$ cat src/rtl/rgmii_idelay_tuner_if.sv
// Command port of the RGMII IDELAY tuner.
//
// Handshake: the master holds cmd_valid and the payload (cmd_op, cmd_chan,
// cmd_tap) stable until a rising clock edge where cmd_valid and cmd_ready
// are both high; that edge transfers the command. cmd_ready never depends
// combinationally on cmd_valid.
interface rgmii_idelay_tuner_if #(
  parameter int CHANNELS = 5
);
  localparam int CW = (CHANNELS > 1) ? $clog2(CHANNELS) : 1;

  logic          cmd_valid;
  logic          cmd_ready;
  logic [1:0]    cmd_op;
  logic [CW-1:0] cmd_chan;
  logic [4:0]    cmd_tap;

  modport master (
    output cmd_valid,
    output cmd_op,
    output cmd_chan,
    output cmd_tap,
    input  cmd_ready
  );

  modport slave (
    input  cmd_valid,
    input  cmd_op,
    input  cmd_chan,
    input  cmd_tap,
    output cmd_ready
  );
endinterface

$ cat src/rtl/rgmii_idelay_tuner.sv
// Runtime controller for RGMII receive IDELAYE2 taps (VAR_LOAD mode).
// Loads per-channel taps from a command port and runs an eye sweep that
// picks the centre of the longest run of taps with clean MAC frames.
module rgmii_idelay_tuner #(
  parameter int CHANNELS       = 5,
  parameter int TAP_DEFAULT    = 25,
  parameter int SETTLE_CYCLES  = 64,
  parameter int FRAMES_PER_TAP = 16,
  parameter int TIMEOUT_CYCLES = 2000000
) (
  input  logic                  clock,
  input  logic                  reset_n,
  input  logic                  ctrl_rdy,
  rgmii_idelay_tuner_if.slave   cmd,
  input  logic                  good_frame,
  input  logic                  bad_frame,
  output logic [5*CHANNELS-1:0] dly_cntvalue,
  output logic [CHANNELS-1:0]   dly_ld,
  output logic [5*CHANNELS-1:0] tap_out,
  output logic                  busy,
  output logic                  sweep_done,
  output logic                  sweep_fail,
  output logic [3:0]            dbg_state
);

  localparam int CW = (CHANNELS > 1) ? $clog2(CHANNELS) : 1;
  localparam int TW = 5 * CHANNELS;
  localparam int FW = $clog2(FRAMES_PER_TAP + 1);
  localparam logic [FW-1:0] FRAMES_MAX   = FW'(FRAMES_PER_TAP);
  localparam logic [4:0]    TAP_RST      = 5'(TAP_DEFAULT);
  localparam logic [31:0]   SETTLE_LAST  = 32'(SETTLE_CYCLES - 1);
  localparam logic [31:0]   TIMEOUT_LAST = 32'(TIMEOUT_CYCLES - 1);

  typedef enum logic [3:0] {
    INIT_WAIT   = 4'd0,
    IDLE        = 4'd1,
    LOAD_SET    = 4'd2,
    LOAD_STROBE = 4'd3,
    SW_LOAD     = 4'd4,
    SW_STROBE   = 4'd5,
    SW_SETTLE   = 4'd6,
    SW_MEASURE  = 4'd7,
    SW_FINAL    = 4'd8
  } state_t;

  state_t state_q, state_d;

  // IDELAYCTRL ready synchroniser
  logic rdy_meta, rdy_sync;

  // Committed taps, taps saved at sweep start, and what the IDELAYs see
  logic [TW-1:0]       taps_q, taps_d;
  logic [TW-1:0]       saved_q, saved_d;
  logic [TW-1:0]       cnt_q, cnt_d;
  logic [CHANNELS-1:0] mask_q, mask_d;
  logic [CHANNELS-1:0] ld_q, ld_d;

  logic cmd_ready_q, cmd_ready_d;
  logic busy_q, busy_d;
  logic done_q, done_d;
  logic fail_q, fail_d;

  // Sweep bookkeeping; t is one bit wider than a tap so 31 -> 32 ends the sweep
  logic [5:0]    t_q, t_d;
  logic [4:0]    run_start_q, run_start_d;
  logic [5:0]    run_len_q, run_len_d;
  logic [4:0]    best_start_q, best_start_d;
  logic [5:0]    best_len_q, best_len_d;
  logic [31:0]   cyc_q, cyc_d;
  logic [FW-1:0] good_q, good_d;
  logic [FW-1:0] bad_q, bad_d;

  // Derived per-cycle conditions
  logic          accept;
  logic          abort;
  logic          in_sweep;
  logic [FW-1:0] good_sat, bad_sat;
  logic [FW:0]   frame_sum;
  logic          meas_done;
  logic          tap_pass;
  logic [5:0]    run_len_n;
  logic [4:0]    run_start_n;
  logic [4:0]    centre_tap;

  assign accept   = cmd.cmd_valid && cmd_ready_q && (state_q == IDLE);
  assign in_sweep = (state_q == SW_LOAD) || (state_q == SW_STROBE) ||
                    (state_q == SW_SETTLE) || (state_q == SW_MEASURE) ||
                    (state_q == SW_FINAL);
  // Losing IDELAYCTRL ready anywhere after init forces a full reload.
  assign abort    = !rdy_sync && (state_q != INIT_WAIT);

  // Frame counters including this cycle's pulses, saturating at the target
  assign good_sat  = (good_frame && (good_q < FRAMES_MAX)) ? good_q + 1'b1 : good_q;
  assign bad_sat   = (bad_frame && (bad_q < FRAMES_MAX)) ? bad_q + 1'b1 : bad_q;
  assign frame_sum = {1'b0, good_sat} + {1'b0, bad_sat};
  assign meas_done = (frame_sum >= {1'b0, FRAMES_MAX}) || (cyc_q == TIMEOUT_LAST);
  assign tap_pass  = (bad_sat == '0) && (good_sat >= FRAMES_MAX);

  // Passing-run tracking for the tap being closed out this cycle
  assign run_len_n   = tap_pass ? run_len_q + 6'd1 : 6'd0;
  assign run_start_n = (tap_pass && (run_len_q == 6'd0)) ? t_q[4:0] : run_start_q;
  assign centre_tap  = best_start_q + 5'((best_len_q - 6'd1) >> 1);

  // Two-flop synchroniser for the asynchronous IDELAYCTRL RDY
  always_ff @(posedge clock) begin
    if (!reset_n) begin
      rdy_meta <= 1'b0;
      rdy_sync <= 1'b0;
    end else begin
      rdy_meta <= ctrl_rdy;
      rdy_sync <= rdy_meta;
    end
  end

  // FSM state register
  always_ff @(posedge clock) begin
    if (!reset_n) state_q <= INIT_WAIT;
    else          state_q <= state_d;
  end

  // FSM next-state decode
  always_comb begin
    state_d = state_q;
    case (state_q)
      INIT_WAIT:   if (rdy_sync) state_d = LOAD_STROBE;
      IDLE: begin
        if (accept) begin
          case (cmd.cmd_op)
            2'd0, 2'd1: state_d = LOAD_SET;
            2'd2:       state_d = SW_LOAD;
            default:    state_d = IDLE;
          endcase
        end
      end
      LOAD_SET:    state_d = LOAD_STROBE;
      LOAD_STROBE: state_d = IDLE;
      SW_LOAD:     state_d = SW_STROBE;
      SW_STROBE:   state_d = SW_SETTLE;
      SW_SETTLE:   if (cyc_q == SETTLE_LAST) state_d = SW_MEASURE;
      SW_MEASURE: begin
        if (meas_done) state_d = (t_q == 6'd31) ? SW_FINAL : SW_LOAD;
      end
      SW_FINAL:    state_d = LOAD_SET;
      default:     state_d = INIT_WAIT;
    endcase
    if (abort) state_d = INIT_WAIT;
  end

  // FSM output / datapath decode: next values of every registered output
  always_comb begin
    taps_d       = taps_q;
    saved_d      = saved_q;
    cnt_d        = cnt_q;
    mask_d       = mask_q;
    ld_d         = '0;
    done_d       = 1'b0;
    fail_d       = fail_q;
    t_d          = t_q;
    run_start_d  = run_start_q;
    run_len_d    = run_len_q;
    best_start_d = best_start_q;
    best_len_d   = best_len_q;
    cyc_d        = cyc_q;
    good_d       = good_q;
    bad_d        = bad_q;
    cmd_ready_d  = (state_d == IDLE);
    busy_d       = (state_d != IDLE);

    case (state_q)
      INIT_WAIT: begin
        // cntvalue already holds the committed taps; strobe them all in
        if (rdy_sync) ld_d = '1;
      end
      IDLE: begin
        if (accept) begin
          case (cmd.cmd_op)
            2'd0: begin
              // Out-of-range channel matches nothing: empty mask, no change
              mask_d = '0;
              for (int i = 0; i < CHANNELS; i++) begin
                if (cmd.cmd_chan == CW'(i)) begin
                  taps_d[5*i +: 5] = cmd.cmd_tap;
                  mask_d[i]        = 1'b1;
                end
              end
              cnt_d = taps_d;
            end
            2'd1: begin
              taps_d = {CHANNELS{cmd.cmd_tap}};
              mask_d = '1;
              cnt_d  = taps_d;
            end
            2'd2: begin
              saved_d      = taps_q;
              fail_d       = 1'b0;
              t_d          = 6'd0;
              run_start_d  = 5'd0;
              run_len_d    = 6'd0;
              best_start_d = 5'd0;
              best_len_d   = 6'd0;
              cnt_d        = '0;
            end
            default: ;
          endcase
        end
      end
      LOAD_SET:    ld_d = mask_q;
      LOAD_STROBE: ;
      SW_LOAD:     ld_d = '1;
      SW_STROBE:   cyc_d = 32'd0;
      SW_SETTLE: begin
        // Frames during settling are ignored; counters start clean
        if (cyc_q == SETTLE_LAST) begin
          cyc_d  = 32'd0;
          good_d = '0;
          bad_d  = '0;
        end else begin
          cyc_d = cyc_q + 32'd1;
        end
      end
      SW_MEASURE: begin
        good_d = good_sat;
        bad_d  = bad_sat;
        cyc_d  = cyc_q + 32'd1;
        if (meas_done) begin
          run_len_d   = run_len_n;
          run_start_d = run_start_n;
          // Strictly longer only, so an equal later run loses the tie
          if (run_len_n > best_len_q) begin
            best_len_d   = run_len_n;
            best_start_d = run_start_n;
          end
          t_d = t_q + 6'd1;
          if (t_q != 6'd31) cnt_d = {CHANNELS{t_d[4:0]}};
        end
      end
      SW_FINAL: begin
        if (best_len_q != 6'd0) begin
          taps_d = {CHANNELS{centre_tap}};
        end else begin
          taps_d = saved_q;
          fail_d = 1'b1;
        end
        cnt_d  = taps_d;
        mask_d = '1;
        done_d = 1'b1;
      end
      default: ;
    endcase

    if (abort) begin
      ld_d = '0;
      if (in_sweep) begin
        taps_d = saved_q;
        fail_d = 1'b1;
        done_d = 1'b1;
      end else begin
        taps_d = taps_q;
      end
      cnt_d = taps_d;
    end
  end

  // Registered datapath and outputs
  always_ff @(posedge clock) begin
    if (!reset_n) begin
      taps_q       <= {CHANNELS{TAP_RST}};
      saved_q      <= {CHANNELS{TAP_RST}};
      cnt_q        <= {CHANNELS{TAP_RST}};
      mask_q       <= '0;
      ld_q         <= '0;
      cmd_ready_q  <= 1'b0;
      busy_q       <= 1'b1;
      done_q       <= 1'b0;
      fail_q       <= 1'b0;
      t_q          <= 6'd0;
      run_start_q  <= 5'd0;
      run_len_q    <= 6'd0;
      best_start_q <= 5'd0;
      best_len_q   <= 6'd0;
      cyc_q        <= 32'd0;
      good_q       <= '0;
      bad_q        <= '0;
    end else begin
      taps_q       <= taps_d;
      saved_q      <= saved_d;
      cnt_q        <= cnt_d;
      mask_q       <= mask_d;
      ld_q         <= ld_d;
      cmd_ready_q  <= cmd_ready_d;
      busy_q       <= busy_d;
      done_q       <= done_d;
      fail_q       <= fail_d;
      t_q          <= t_d;
      run_start_q  <= run_start_d;
      run_len_q    <= run_len_d;
      best_start_q <= best_start_d;
      best_len_q   <= best_len_d;
      cyc_q        <= cyc_d;
      good_q       <= good_d;
      bad_q        <= bad_d;
    end
  end

  assign cmd.cmd_ready = cmd_ready_q;
  assign dly_cntvalue  = cnt_q;
  assign dly_ld        = ld_q;
  assign tap_out       = taps_q;
  assign busy          = busy_q;
  assign sweep_done    = done_q;
  assign sweep_fail    = fail_q;
  assign dbg_state     = state_q;

endmodule
$ cat src/flat_wrapper.sv
// flat-port wrapper written by rule: the top's interface ports become plain ports
module rgmii_idelay_tuner_flat 
#(
  parameter int CHANNELS       = 5,
  parameter int TAP_DEFAULT    = 25,
  parameter int SETTLE_CYCLES  = 64,
  parameter int FRAMES_PER_TAP = 16,
  parameter int TIMEOUT_CYCLES = 2000000
)
  (clock, reset_n, ctrl_rdy, good_frame, bad_frame, dly_cntvalue, dly_ld, tap_out, busy, sweep_done, sweep_fail, dbg_state, cmd_cmd_valid, cmd_cmd_op, cmd_cmd_chan, cmd_cmd_tap, cmd_cmd_ready);
  rgmii_idelay_tuner_if #(.CHANNELS(CHANNELS)) cmd_i ();
  input  logic clock;
  input  logic reset_n;
  input  logic ctrl_rdy;
  input  logic good_frame;
  input  logic bad_frame;
  output logic [5*CHANNELS-1:0] dly_cntvalue;
  output logic [CHANNELS-1:0] dly_ld;
  output logic [5*CHANNELS-1:0] tap_out;
  output logic busy;
  output logic sweep_done;
  output logic sweep_fail;
  output logic [3:0] dbg_state;
  input wire logic [$bits(cmd_i.cmd_valid)-1:0] cmd_cmd_valid;
  input wire logic [$bits(cmd_i.cmd_op)-1:0] cmd_cmd_op;
  input wire logic [$bits(cmd_i.cmd_chan)-1:0] cmd_cmd_chan;
  input wire logic [$bits(cmd_i.cmd_tap)-1:0] cmd_cmd_tap;
  output wire logic [$bits(cmd_i.cmd_ready)-1:0] cmd_cmd_ready;
  assign cmd_i.cmd_valid = cmd_cmd_valid;
  assign cmd_i.cmd_op = cmd_cmd_op;
  assign cmd_i.cmd_chan = cmd_cmd_chan;
  assign cmd_i.cmd_tap = cmd_cmd_tap;
  assign cmd_cmd_ready = cmd_i.cmd_ready;
  rgmii_idelay_tuner #(.CHANNELS(CHANNELS), .TAP_DEFAULT(TAP_DEFAULT), .SETTLE_CYCLES(SETTLE_CYCLES), .FRAMES_PER_TAP(FRAMES_PER_TAP), .TIMEOUT_CYCLES(TIMEOUT_CYCLES)) u_core (.clock(clock), .reset_n(reset_n), .ctrl_rdy(ctrl_rdy), .cmd(cmd_i), .good_frame(good_frame), .bad_frame(bad_frame), .dly_cntvalue(dly_cntvalue), .dly_ld(dly_ld), .tap_out(tap_out), .busy(busy), .sweep_done(sweep_done), .sweep_fail(sweep_fail), .dbg_state(dbg_state));
endmodule
$ cat config.mk
export PLATFORM = sky130hd
export DESIGN_NAME = rgmii_idelay_tuner_flat
export DESIGN_NICKNAME = d
export VERILOG_FILES = /design/src/rtl/rgmii_idelay_tuner_if.sv /design/src/rtl/rgmii_idelay_tuner.sv /design/src/flat_wrapper.sv
export SDC_FILE = /design/constraint.sdc
export NUM_CORES = 1
export LEC_CHECK = 0
export CORE_ASPECT_RATIO = 0.9
export CORE_UTILIZATION = 35
export DETAILED_ROUTE_END_ITERATION = 8
export PLACE_DENSITY = 0.64
export SLEW_MARGIN = 15
export SYNTH_ARGS = -nofsm -noshare
export SYNTH_HDL_FRONTEND = slang
export SYNTH_SLANG_ARGS = --single-unit
$ cat constraint.sdc
create_clock -name clock -period 4.5 [get_ports clock]
set_clock_uncertainty 0.1 [all_clocks]
set_input_delay 0.45 -clock clock [delete_from_list [all_inputs] [get_ports clock]]
set_output_delay 0.45 -clock clock [all_outputs]
set_load 0.005 [all_outputs]
# --- Yosys cells after proc, flatten, opt, wreduce, memory -nomap -nowiden ---
# Index checks and enable logic that the tools add are counted.
word_totals:
  output_inout_bits: 63
  latch_bits: 0
  ram_bits: 0
  rom_bits: 0
  inputBits: 16
  reg_bits: 165
  n_memories: 0
op_classes:
  div_mod_pow: 0
  n_lt_le_gt_ge: 5
  addsub: 8
  bitwise_logic: 1
  n_reduce_logical: 35
  mux: 69
  n_mul: 0
  n_shift: 0
  eq_ne: 31
ops:
  columns: ["cell", "n"]
  rows:
  - ["25-bit 2-to-1 mux", 8]
  - ["25-bit case mux with 3 select lines", 2]
  - ["25-bit case mux with 2 select lines", 2]
  - ["32-bit case mux with 3 select lines", 1]
  - ["5-bit 2-to-1 mux", 16]
  - ["5-bit case mux with 2 select lines", 6]
  - ["6-bit 2-to-1 mux", 7]
  - ["4-bit case mux with 9 select lines", 1]
  - ["6-bit case mux with 2 select lines", 3]
  - ["32-bit by 1-bit adder with 32-bit output, second input constant", 1]
  - ["32-bit by 21-bit equality test with 1-bit output, second input constant", 1]
  - ["32-bit by 6-bit equality test with 1-bit output, second input constant", 1]
  - ["32-bit 2-to-1 mux", 1]
  - ["4-bit 2-to-1 mux", 6]
  - ["4-bit by 3-bit equality test with 1-bit output, second input constant", 4]
  - ["5-bit case mux with 3 select lines", 1]
  - ["1-bit 2-to-1 mux", 13]
  - ["6-bit by 1-bit adder with 6-bit output, second input constant", 2]
  - ["5-bit by 1-bit adder with 5-bit output, second input constant", 2]
  - ["5-bit less-than comparator, second input constant", 2]
  - ["5-bit AND reduction", 2]
  - ["3-bit AND reduction", 3]
  - ["4-bit by 1-bit equality test with 1-bit output, second input constant", 2]
  - ["4-bit by 2-bit equality test with 1-bit output, second input constant", 2]
  - ["other kinds (40)", 60]

# --- Logic depth before layout (Yosys ltp) ---
logic_depth:
  depth_word: 10
  mapped_depth: 15

# --- Least setup slack after synthesis ---
# Ideal clock, no wire load.
synth_timing:
  kind: "register to register"
  start: "register u_core.good_q[0]"
  end: "register u_core.best_len_q[5]"
  arrival_ns: 3.029
  setup_slack_ns: 1.255
  stages_incl_launch_ff: 15
  period_less_slack_ns: 3.245
  path_buffers: 1
  required_time_ns: 4.284
  path_cell_list: "dfxtp_1 ha_1 a41oi_1 a211oi_1 and4_1 and3_1 ha_1 nor2b_1 o21ai_0 a21oi_1 o211ai_1 o31ai_1 o21ba_2 buf_2 a31o_2"
synth_between:
  elab_chain_cells: 9
  elab_cells_between_ends: 17
  cone_classes: "2 x add/sub; 4 x order compare; 2 x eq/ne; 5 x mux; 4 x reduce/logical"
synth_lines:
  columns: ["element", "line_no", "source"]
  rows:
  - ["from (decl)", "rgmii_idelay_tuner.sv:70", "logic [FW-1:0] good_q, good_d;"]
  - ["from (signal assigned)", "rgmii_idelay_tuner.sv:300", "good_q <= good_d;"]
  - ["5-bit less-than comparator", "rgmii_idelay_tuner.sv:93", "assign good_sat = (good_frame && (good_q < FRAMES_MAX)) ? good_q + 1'b1 : good_q;"]
  - ["1-bit logical AND", "rgmii_idelay_tuner.sv:93", null]
  - ["5-bit 2-to-1 mux *", "rgmii_idelay_tuner.sv:93", null]
  - ["5-bit greater-or-equal comparator", "rgmii_idelay_tuner.sv:97", "assign tap_pass = (bad_sat == '0) && (good_sat >= FRAMES_MAX);"]
  - ["1-bit logical AND", "rgmii_idelay_tuner.sv:97", null]
  - ["6-bit 2-to-1 mux", "rgmii_idelay_tuner.sv:100", "assign run_len_n = tap_pass ? run_len_q + 6'd1 : 6'd0;"]
  - ["6-bit greater-than comparator / 6-bit 2-to-1 mux (equally long branches)", "rgmii_idelay_tuner.sv:229", "if (run_len_n > best_len_q) begin"]
  - ["2-bit inequality test (no source line) / 6-bit 2-to-1 mux (equally long branches)", null, null]
  - ["5-bit AND reduction (no source line) / 6-bit case mux with 2 select lines (equally long branches)", null, null]
  - ["to (signal assigned)", "rgmii_idelay_tuner.sv:298", "best_len_q <= best_len_d;"]
  - ["to (decl)", "rgmii_idelay_tuner.sv:68", "logic [5:0] best_len_q, best_len_d;"]
# Mark *: on every way between the ends. The rest lies on a longest branch, timed or not. The select of a mux whose other input is x is not followed.
# A chain may end at the register's enable or synchronous reset.

# --- Worst setup path after layout ---
layout_timing:
  start: "register u_core.good_q[1]"
  end: "register u_core.best_len_q[0]"
# The elaborated chain is that of the path after synthesis.

==> results_dict.tcl <==
set metrics [dict create \
    netlist_area_sq_mm 0.00963 \
    cts_hold_buf 0 \
    clock_sinks 165 \
    synth.avg_cell_area_sq_um 7.93 \
    ys_ff_latch 165 \
    synthDistinctLibCells 73 \
    synth_ff_type "dfxtp_1" \
    htree_levels 4 \
    ir_drop_mv 0.292 \
    nets 1303 \
    grtUsageMet1_pct 30.3 \
    crit_path_end_kind "flop" \
    hold_path_depth 3 \
    yosysWarningCount 0 \
    final_cell_area_sq_mm 0.0114 \
    powerDensity_mw_per_mm2 329 \
    fp-row-count 57 \
    cts_made_buffers 17 \
    maxSlewViolCount 0 \
    die_h_um 159 \
    async_flop_share_pct 0 \
    drt_pre_antenna_iters 5 \
    clk_latency_ps 440 \
    setup_viol_count_final 0 \
    wirelength_mm 28.9 \
    r2r_start "u_core.good_q[1]$_SDFFE_PN0P_" \
    final-hold-violation-count 0 \
    synth_top_area_cell "dfxtp_1" \
    diodes 0 \
    synth_top_area_share_pct 34.3 \
    gr-total-overflow 0 \
    cts_root_buffer "clkbuf_16" \
    drt_iter0_drc 911 \
    hold_class "in2reg" \
    synth_commonest_cells "nand2_1, dfxtp_1, nor2_1" \
    relSlewSlack_pct 33.6 \
    core-area_sq_mm 0.0270 \
    critical_path_class "reg2reg" \
    clk_pin_slew_ps 70 \
    syn-num-nets 1255 \
    use_met2_pct 30.7 \
    viasPerCell 5.64 \
    first_global_vias 8685 \
    setup_tns_ps 0 \
    post_cts_resized 0 \
    met3_usage_pct 4.20 \
    rr_worst_depth 12 \
    grt_max_degree 85 \
    rsz0062_at_grt "false" \
    ys_seq_area_share_pct 34.3 \
    synthCells 1214 \
    cp_data_required_time_ps 4760 \
    portBuffers 78 \
    yosysMostFrequentCell "nand2_1" \
    fmax_ghz 0.273 \
    worst_pin_slew_ps 995 \
    worstHoldStart "reset_n" \
    critPathLaunchType "flop" \
    worstHoldEndpoint "u_core.mask_q[1]$_SDFFE_PN0P_" \
    route.detailed.drc 0 \
    leakagePower_nw 4.47 \
    wl_per_cell_um 17.7 \
    reg2reg_slack_ps 840 \
    reg2reg_to "u_core.best_len_q[0]$_SDFFE_PN0P_" \
    cts_tree "done" \
    areaGrowthSynthToFinish_pct 18.1 \
    utilization_pct 42.1 \
    cts_setup_buffers 0 \
    detail-route-antenna-nets 0 \
    yosys-top-cells-area "dfxtp_1, mux2i_1, nand2_1" \
    status "finished, final reports clean" \
    vias 9181 \
    critPathArrivalTime_ps 3920 \
    worstPathMaxFanout 11 \
    dpl_cell_area_sq_mm 0.0108 \
    cts_buffer_depth 2 \
    initial_core_util_pct 35.6 \
    max_cap_viol_count 0 \
    die_x_um 177 \
    grt-busiest-layer "met2" \
    antenna_found_initial 0 \
    finalCritPeriodShare_pct 81.4 \
    synth_edf_count 0 \
    drive_above_1_share_pct 7.30 \
    ios 79 \
    dieArea_sq_mm 0.0282 \
    place.gp.congestion 0.839 \
    hold_ws_ps 283 \
    place.detailed.hpwl_mm 19.6 \
    grt_util_all_layers_pct 20.9 \
    fin_total_pwr_mw 3.75 \
    grt_pass1_wl_mm 46.8 \
    min_period_ps 3660 \
    fillers 2680 \
]
[critical path, stage by stage, from the launching register on]
cell and delay [ps]:
dfxtp_1 420, ha_1 210, a41oi_1 310, a211oi_1 310, and4_1 260, nand2_1 110
nor2_1 240, ha_1 300, a211o_1 280, o211ai_1 210, o31ai_1 110, o21ba_2 490
mux2i_1 230
[layout by cell type, fill, tap and decap left out, types with 10 or more instances in the layout]
cell and instances:
a21oi_1 84, a221o_1 14, a221oi_1 11, a31oi_1 11, a32oi_1 14, and3_1 11, buf_4 27, clkbuf_16 17
clkdlybuf4s50_1 77, dfxtp_1 165, ha_1 24, inv_1 36, mux2_2 16, mux2i_1 87, nand2_1 189, nand3_1 60
nand4_1 19, nor2_1 123, nor3_1 14, nor4_1 10, o2111ai_1 10, o211ai_1 16, o21ai_0 50, xnor2_1 24
xor2_1 28
[registers in the layout, indices dropped and copies added (netlist names), 6 cells and up]
| register | flops |
|---|---|
| u_core.best_len_q | 6 |
| u_core.t_q | 6 |
| u_core.saved_q | 25 |
| u_core.tap_out | 25 |
| u_core.cyc_q | 32 |
| u_core.run_len_q | 6 |
| u_core.dly_cntvalue | 25 |
[power by group]
part / leakage [nW] / internal (mW) / switching, mW
Clock: 0.276 / 0.848 / 0.629
Sequential: 1.34 / 1.52 / 0.0713
Combinational: 2.85 / 0.308 / 0.370
[cells by family after synthesis]
kind of cell	synth area share, %
AOI/OAI and AO/OA	19.7
xor gates and xnor gates	4.73
adders and majority gates	3.33
buffers and inverters	4.80
DFF	34.3
muxes	11.1
and+or+nand+nor	22.1
[stage by stage]
stage | std cells | setup WS [ps]
after floorplan | 1214 | 1260
after global placement | 1597 | 678
after detailed placement | 1597 | 549
after CTS | 1628 | 884
after global routing | 1628 | 541
final | 1628 | 839
[routing by layer]
metal / up-vias / share of wire [%]
li1: 4462 / -
met1: 4353 / 49
met2: 329 / 43
met3: 37 / 6.6
met4: 0 / 1.8
met5: - / 0
[layout make-up]
type	count	area (sq um)	area share, %
tap	354	443	3.90
clock buffer	21	460	4.05
timing repair buffer	107	1020	8.96
multi-input combinational	933	5880	51.7
sequential	165	3300	29.1
clock inverter	10	123	1.08
inverter	38	143	1.25
[worst max path at each step]
stage / from / to / cells after the start
finish: u_core.good_q[1]$_SDFFE_PN0P_ / u_core.best_len_q[0]$_SDFFE_PN0P_ / 12
global route: u_core.good_q[1]$_SDFFE_PN0P_ / u_core.best_len_q[2]$_SDFFE_PN0P_ / 12
CTS: u_core.good_q[1]$_SDFFE_PN0P_ / u_core.best_start_q[3]$_SDFFE_PN0P_ / 12
detailed placement: good_frame / u_core.dly_cntvalue[8]$_SDFFE_PN1P_ / 13
global placement: good_frame / u_core.best_len_q[0]$_SDFFE_PN0P_ / 12
floorplan: u_core.good_q[0]$_SDFFE_PN0P_ / u_core.best_len_q[5]$_SDFFE_PN0P_ / 14
(Power assumes the default switching activity.)
